===== config.mk =====
export PLATFORM = sky130hd
export DESIGN_NAME = match_game_ctrl
export DESIGN_NICKNAME = d
export VERILOG_FILES = /design/src/rtl/match_game_pkg.sv /design/src/rtl/match_game_reveal_timer.sv /design/src/rtl/match_game_ctrl.sv
export SDC_FILE = /design/constraint.sdc
export NUM_CORES = 1
export LEC_CHECK = 0
export BUFFER_PORTS_ARGS = -buffer_cell sky130_fd_sc_hd__buf_2
export CORE_MARGIN = 2
export CORE_UTILIZATION = 45
export CTS_CLUSTER_SIZE = 12
export DETAILED_ROUTE_END_ITERATION = 10
export PLACE_DENSITY_LB_ADDON = 0.05
export SLEW_MARGIN = 25
export SYNTH_ARGS = -nofsm -noshare
export SYNTH_HDL_FRONTEND = slang
export SYNTH_SLANG_ARGS = --single-unit

===== constraint.sdc =====
create_clock -name Clk -period 2.9 [get_ports Clk]
set_input_delay 0.435 -clock Clk [delete_from_list [all_inputs] [get_ports Clk]]
set_output_delay 0.435 -clock Clk [all_outputs]
set_load 0.02 [all_outputs]

===== src/rtl/match_game_pkg.sv =====
// Shared types and width helpers for the memory-match game controller.
package match_game_pkg;

  typedef enum logic [3:0] {
    ST_IDLE     = 4'd0,
    ST_SHUFFLE  = 4'd1,
    ST_WRITE    = 4'd2,
    ST_S1C      = 4'd3,
    ST_F1C      = 4'd4,
    ST_S2C      = 4'd5,
    ST_SHOW     = 4'd6,
    ST_RESOLVE1 = 4'd7,
    ST_RESOLVE2 = 4'd8,
    ST_WIN      = 4'd9
  } state_t;

  // Card status codes, upper two bits of every board-memory word
  localparam logic [1:0] FACE_UP   = 2'b00;
  localparam logic [1:0] FACE_DOWN = 2'b01;
  localparam logic [1:0] REMOVED   = 2'b10;

  function automatic int loc_width(input int num_pairs);
    return $clog2(2 * num_pairs);
  endfunction

  function automatic int val_width(input int num_pairs);
    return $clog2(num_pairs + 1);
  endfunction

  function automatic int pl_width(input int num_players);
    return (num_players > 2) ? $clog2(num_players) : 1;
  endfunction

  function automatic int timer_width(input int cycles);
    return $clog2(cycles + 1);
  endfunction

endpackage


===== src/rtl/match_game_reveal_timer.sv =====
// Down-counter that holds the revealed pair on the board for load_value cycles.
module reveal_timer #(
  parameter int W = 25
) (
  input  logic         clk,
  input  logic         reset,
  input  logic         start,
  input  logic [W-1:0] load_value,
  output logic         done
);

  logic [W-1:0] cnt;

  // Load on start so the first SHOW cycle already counts; stop at zero.
  always_ff @(posedge clk) begin
    if (reset)            cnt <= '0;
    else if (start)       cnt <= load_value - W'(1);
    else if (cnt != '0)   cnt <= cnt - W'(1);
  end

  assign done = (cnt == '0);

endmodule


===== src/rtl/match_game_ctrl.sv =====
// Memory-match game controller: shuffles the board, runs turns, keeps score.
module match_game_ctrl
  import match_game_pkg::*;
#(
  parameter int NUM_PAIRS   = 8,
  parameter int NUM_PLAYERS = 2,
  parameter int SHOW_CYCLES = 2**24,
  localparam int LOC_W = loc_width(NUM_PAIRS),
  localparam int VAL_W = val_width(NUM_PAIRS),
  localparam int PL_W  = pl_width(NUM_PLAYERS)
) (
  input  logic                         Clk,
  input  logic                         Reset,
  input  logic                         Start,
  input  logic [LOC_W-1:0]             RandIn,
  input  logic                         RandValid,
  input  logic                         Select,
  input  logic [LOC_W-1:0]             CardSelectLoc,
  input  logic [VAL_W-1:0]             CardSelectData,
  input  logic                         Ack,
  output logic                         WriteEnable,
  output logic [LOC_W-1:0]             dataLoc,
  output logic [2+VAL_W-1:0]           dataOut,
  output logic [VAL_W-1:0]             numMatches,
  output logic [PL_W-1:0]              curPlayer,
  output logic [NUM_PLAYERS*VAL_W-1:0] scores,
  output logic [PL_W-1:0]              winner,
  output logic [3:0]                   state
);

  localparam int                 TWO_N    = 2 * NUM_PAIRS;
  localparam int                 TMR_W    = timer_width(SHOW_CYCLES);
  localparam logic [LOC_W:0]     TWO_N_X  = (LOC_W+1)'(TWO_N);
  localparam logic [LOC_W-1:0]   LAST_LOC = LOC_W'(TWO_N - 1);

  state_t state_q, state_d;

  logic [LOC_W-1:0]               perm [2**LOC_W];
  logic [2**LOC_W-1:0]            used, removed;
  logic [LOC_W-1:0]               k, wr_idx, wr_nxt;
  logic [VAL_W-1:0]               wr_val;
  logic [LOC_W-1:0]               card1_loc, card2_loc;
  logic [VAL_W-1:0]               card1_val, card2_val;
  logic [NUM_PLAYERS-1:0][VAL_W-1:0] score_r;
  logic                           sel_prev, sel_rise, accept, pick, tmr_start, show_done, is_match;
  logic [PL_W-1:0]                best;
  logic [VAL_W-1:0]               best_sc;

  assign sel_rise = Select & ~sel_prev;
  assign is_match = (card1_val == card2_val);
  assign wr_nxt   = wr_idx + LOC_W'(1);
  assign wr_val   = VAL_W'(wr_nxt >> 1) + VAL_W'(1);
  assign scores   = score_r;
  assign state    = state_q;

  reveal_timer #(.W(TMR_W)) u_timer (
    .clk       (Clk),
    .reset     (Reset),
    .start     (tmr_start),
    .load_value(TMR_W'(SHOW_CYCLES)),
    .done      (show_done)
  );

  // State register
  always_ff @(posedge Clk) begin
    if (Reset) state_q <= ST_IDLE;
    else       state_q <= state_d;
  end

  // Next-state logic plus the per-cycle accept/pick strobes
  always_comb begin
    state_d   = state_q;
    accept    = 1'b0;
    pick      = 1'b0;
    tmr_start = 1'b0;
    case (state_q)
      ST_IDLE:    if (Start) state_d = ST_SHUFFLE;
      ST_SHUFFLE: begin
        accept = RandValid && ({1'b0, RandIn} < TWO_N_X) && !used[RandIn];
        if (accept && k == LAST_LOC) state_d = ST_WRITE;
      end
      ST_WRITE:   if (wr_idx == LAST_LOC) state_d = ST_S1C;
      ST_S1C: begin
        if (sel_rise && !removed[CardSelectLoc]) begin
          pick    = 1'b1;
          state_d = ST_F1C;
        end
      end
      ST_F1C:     if (!Select) state_d = ST_S2C;
      ST_S2C: begin
        if (sel_rise && !removed[CardSelectLoc] && CardSelectLoc != card1_loc) begin
          pick      = 1'b1;
          tmr_start = 1'b1;
          state_d   = ST_SHOW;
        end
      end
      ST_SHOW:     if (show_done) state_d = ST_RESOLVE1;
      ST_RESOLVE1: state_d = ST_RESOLVE2;
      ST_RESOLVE2: state_d = (numMatches == VAL_W'(NUM_PAIRS)) ? ST_WIN : ST_S1C;
      ST_WIN:      if (Ack) state_d = ST_IDLE;
      default:     state_d = ST_IDLE;
    endcase
  end

  // Highest score wins; strict compare keeps ties on the lowest index
  always_comb begin
    best    = '0;
    best_sc = score_r[0];
    for (int p = 1; p < NUM_PLAYERS; p++) begin
      if (score_r[p] > best_sc) begin
        best    = PL_W'(p);
        best_sc = score_r[p];
      end
    end
  end

  // Shuffle perm, board writes (registered, issued on the entering edge), scoring
  always_ff @(posedge Clk) begin
    if (Reset) begin
      WriteEnable <= 1'b0;
      dataLoc     <= '0;
      dataOut     <= '0;
      numMatches  <= '0;
      curPlayer   <= '0;
      score_r     <= '0;
      winner      <= '0;
      used        <= '0;
      removed     <= '0;
      k           <= '0;
      wr_idx      <= '0;
      sel_prev    <= 1'b0;
      card1_loc   <= '0;
      card1_val   <= '0;
      card2_loc   <= '0;
      card2_val   <= '0;
    end else begin
      WriteEnable <= 1'b0;
      sel_prev    <= Select;
      winner      <= best;
      case (state_q)
        ST_IDLE: begin
          k          <= '0;
          wr_idx     <= '0;
          used       <= '0;
          removed    <= '0;
          score_r    <= '0;
          numMatches <= '0;
          curPlayer  <= '0;
        end
        ST_SHUFFLE: begin
          if (accept) begin
            perm[k]      <= RandIn;
            used[RandIn] <= 1'b1;
            k            <= k + LOC_W'(1);
            // Last slot filled: first write goes out with the WRITE state
            if (k == LAST_LOC) begin
              WriteEnable <= 1'b1;
              dataLoc     <= perm[0];
              dataOut     <= {FACE_DOWN, VAL_W'(1)};
              wr_idx      <= '0;
            end
          end
        end
        ST_WRITE: begin
          if (wr_idx != LAST_LOC) begin
            WriteEnable <= 1'b1;
            dataLoc     <= perm[wr_nxt];
            dataOut     <= {FACE_DOWN, wr_val};
            wr_idx      <= wr_nxt;
          end
        end
        ST_S1C: begin
          if (pick) begin
            card1_loc   <= CardSelectLoc;
            card1_val   <= CardSelectData;
            WriteEnable <= 1'b1;
            dataLoc     <= CardSelectLoc;
            dataOut     <= {FACE_UP, CardSelectData};
          end
        end
        ST_S2C: begin
          if (pick) begin
            card2_loc   <= CardSelectLoc;
            card2_val   <= CardSelectData;
            WriteEnable <= 1'b1;
            dataLoc     <= CardSelectLoc;
            dataOut     <= {FACE_UP, CardSelectData};
          end
        end
        ST_SHOW: begin
          if (show_done) begin
            WriteEnable <= 1'b1;
            dataLoc     <= card1_loc;
            dataOut     <= {is_match ? REMOVED : FACE_DOWN, card1_val};
          end
        end
        ST_RESOLVE1: begin
          WriteEnable <= 1'b1;
          dataLoc     <= card2_loc;
          dataOut     <= {is_match ? REMOVED : FACE_DOWN, card2_val};
          if (is_match) begin
            removed[card1_loc] <= 1'b1;
            removed[card2_loc] <= 1'b1;
            numMatches         <= numMatches + VAL_W'(1);
            for (int p = 0; p < NUM_PLAYERS; p++)
              if (PL_W'(p) == curPlayer) score_r[p] <= score_r[p] + VAL_W'(1);
          end else begin
            curPlayer <= (curPlayer == PL_W'(NUM_PLAYERS - 1)) ? '0 : curPlayer + PL_W'(1);
          end
        end
        default: ;
      endcase
    end
  end

endmodule

==> results by group <==
Place
  – Placement-stage cell area: slightly below 9000 sq um
  – Placer Congestion: ~0.87
  – Dpl ws: -0.08664 ns
  – Placed wire-length estimate: around 14000 um
  – Post-placement cell count: between 1000 and 1500
  – IO buf count: 46

Final layout
  – Area growth, synth to finish: 15.85%
  – Final Non-Filler Cells: about 1100
  – Final core utilization: between 50% and 60%
  – Final #Nets: between 800 and 900
  – Post-route design area: 9483 sq um
  – ANT cells: 0
  – Layout fillers: 1614
  – Share of layout cells above drive strength 1: between 20% and 30%

Clock tree
  – TritonCTS buffer count: 17
  – Post-CTS sizing: 0
  – CTS Root Cell: clkbuf_16
  – Clk pin slew, worst setup/hold paths: about 0.070 ns
  – TritonCTS Sinks: 175
  – Postcts setup bufs: 0
  – Hold_buf cts: 0
  – Clk_lat worst skew: around 0.43 ns
  – H-tree Lvls: 4
  – CTS tree: done
  – Clock buffer depth: 2

GRT
  – Vias in the first global route: 5909
  – Pin count of the biggest net entering global routing: 44
  – GRT Total Usage: 20.00%
  – Grt ovf: 0
  – Wire length of the first global-routing pass: ~31000 um
  – Initial antenna violation count: 0

Run
  – Max-Cap Viols: 0

Critical path
  – Endpoint class of the critical path: flop
  – CP peak stage delay: a little under 0.8 ns
  – CP cell instances: or4b_2 -> a311oi_1 -> o211ai_1 -> nor2_1 -> nand2_1 -> nor2_1
  – Crit path buf inv count: 0
  – Crit Path Max Fanout: 4
  – Critical Path AT: about 2.8 ns
  – CP required: 2.99 ns
  – Worst path slowest cell: or4b_2
  – Crit-path leading delay family: simple AND/OR/NAND/NOR gates
  – WS Path Type: flop to flop
  – Crit start category: flop
  – Critical Path Most Common Cell: nor2_1

Synthesis
  – Share of the synthesized area in the top cell type: a little over a quarter
  – Ys Warns: 0
  – Number of synthesized register bits: approximately 180
  – Async S/R FF share, synth: 0%
  – Mapped Area: slightly above 8000 sq um
  – Net Count, Synth: between 800 and 900
  – Seq/Total Area, Yosys: between 50 and 60%
  – Syn Inst Count: 783
  – Netlist cell types: 67
  – Synth top area cells: dfxtp_1 (27%), edfxtp_1 (23%), nor2_1 (5.4%)
  – Mean Syn Cell Area: around 10 sq um
  – Most used flip-flop cell after synthesis: dfxtp_1
  – Post-synth top area cell: dfxtp_1
  – Post-synth EDFFs: 64

Die
  – IO Pins: 47
  – Die Height: about 140 um
  – Cell row count: 49
  – Core area: ~18000 sq um
  – Die area: approximately 19000 sq um
  – Initial Utilization: about 46%
  – Die W: ~140 um

Detailed routing
  – WL final: around 19000 um
  – Routed length per instance: about 18 um
  – Post-route DRC: 0
  – Via density: ~5.5
  – Initial drt markers: 295
  – Antenna Nets Post-Route: 0
  – TritonRoute pass-1 iters: 5
  – DR vias: approximately 6100

Timing
  – Crit path time final: 2.714 ns
  – Hold Slack: 0.2729 ns
  – Slew headroom: between 30% and 40%
  – RSZ-0062 raised after global routing: false
  – Final setup fails: 0
  – Clk_skew: 0.007406 ns
  – Setup WS post-layout: 0.1859 ns
  – Pins Over Slew Limit: 0
  – Hold violation total from the final report: 0
  – Final period utilization: between 90 and 100%
  – Slew at the pin closest to its max-slew limit: approximately 0.95 ns
  – Maximum achievable frequency: ~370 MHz
  – TNS Setup: 0 ns

Hold path
  – Worst hold path class: input pin to flop

Pwr
  – Power, Total: between 7 and 8 mW
  – Max VDD drop: 0.4452 mV
  – PD cells: ~800 nW/um^2
  – Static leakage: about 3.7 nW

Run status
  – Status: finished clean
## cell usage after synthesis (5+ instances only)
library cell	count
o21ai_0	9
nor2b_1	18
xor2_1	23
a22o_1	16
buf_2	5
nand2_1	49
nor4_1	6
dfxtp_1	111
mux4_2	17
ha_1	15
xnor2_1	20
and2_1	8
nor2_1	117
a21oi_1	54
a22oi_1	9
inv_1	17
mux2_2	7
a31o_2	6
nand2b_1	6
nand4_1	10
nand3_1	20
nor3_1	17
or3_1	5
and3_2	5
edfxtp_1	64
mux2i_1	31
a31oi_1	18
clkbuf_1	35
## kinds of logic (layout without fill, tap and decap cells)
kind of cell / count (synthesis) / in the layout / synth area share [%]
xor+xnor: 43 / 43 / 4.601
compound gates: 139 / 139 / 11.63
flops: 175 / 175 / 50.63
simple gates: 285 / 285 / 16.80
mux: 60 / 60 / 10.58
fa+ha+maj: 15 / 15 / 2.293
buf+inv: 66 / 147 / 3.470
## metal layers
metal | vias up | track usage [%] | wire length (um)
met3 | 25 | 3.349 | 606
met2 | 113 | 32.82 | 9161
li1 | 2974 | - | -
met5 | - | 0 | 0
met1 | 2939 | 27.13 | 9046
met4 | 0 | 6.645 | 352
## worst paths after layout
path	start	end	slack (ns)	cells past startpoint
min reg2reg	dataOut[4]$_SDFFE_PP0P_	dataOut[4]$_SDFFE_PP0P_	0.47	2
max	state[3]$_SDFFE_PP0P_	perm[10][0]$_DFFE_PP_	0.19	6
max reg2reg	state[3]$_SDFFE_PP0P_	perm[10][0]$_DFFE_PP_	0.19	6
min	Select	sel_prev$_SDFF_PP0_	0.27	2
## area by class of cell
cell class | instances | area [sq um] | share of cell area (%)
multi-input combinational | 542 | 3757 | 39.62
tap | 229 | 286.5 | 3.022
inverter | 17 | 63.81 | 0.6729
timing repair buffer | 98 | 645.6 | 6.808
sequential | 175 | 4144 | 43.70
clock buffer | 18 | 429.2 | 4.526
clock inverter | 14 | 156.4 | 1.649
## layout by cell type (no fill, tap or decap), drive strengths merged, types with 7 or more instances in the layout
cell	n
nor2	117
and3	9
buf	98
nor2b	18
nand3	20
xor2	23
clkbuf	18
xnor2	20
ha	15
a22oi	9
mux2	10
a21oi	54
nand2	50
mux2i	31
edfxtp	64
inv	22
dfxtp	111
mux4	19
and2	8
o21ai	9
a31oi	18
a22o	16
nor4	7
nor3	17
nand4	10
## flip-flops by register name, summed over array words and instances, names as in the netlist
signal	count
perm	64
WriteEnable	1
card1_val	4
card2_val	4
dataLoc	4
wr_idx	4
scores	8
removed	16
card2_loc	4
winner	1
state	4
dataOut	6
k	4
curPlayer	1
numMatches	4
used	16
sel_prev	1
u_timer.cnt	25
card1_loc	4
## worst reg2reg max path: stages, from the launching register on
cell and delay, ns:
dfxtp_1 0.31, or4b_2 0.77, a311oi_1 0.29, o211ai_1 0.18
nor2_1 0.29, nand2_1 0.20, nor2_1 0.35
## report_power, final
part	switching (mW)	total, mW	internal (mW)
Combinational	1.29	2.29	1.00
Sequential	0.205	2.98	2.77
Clock	0.987	2.27	1.29
Total	2.48	7.54	5.06
(Power assumes the default switching activity.)
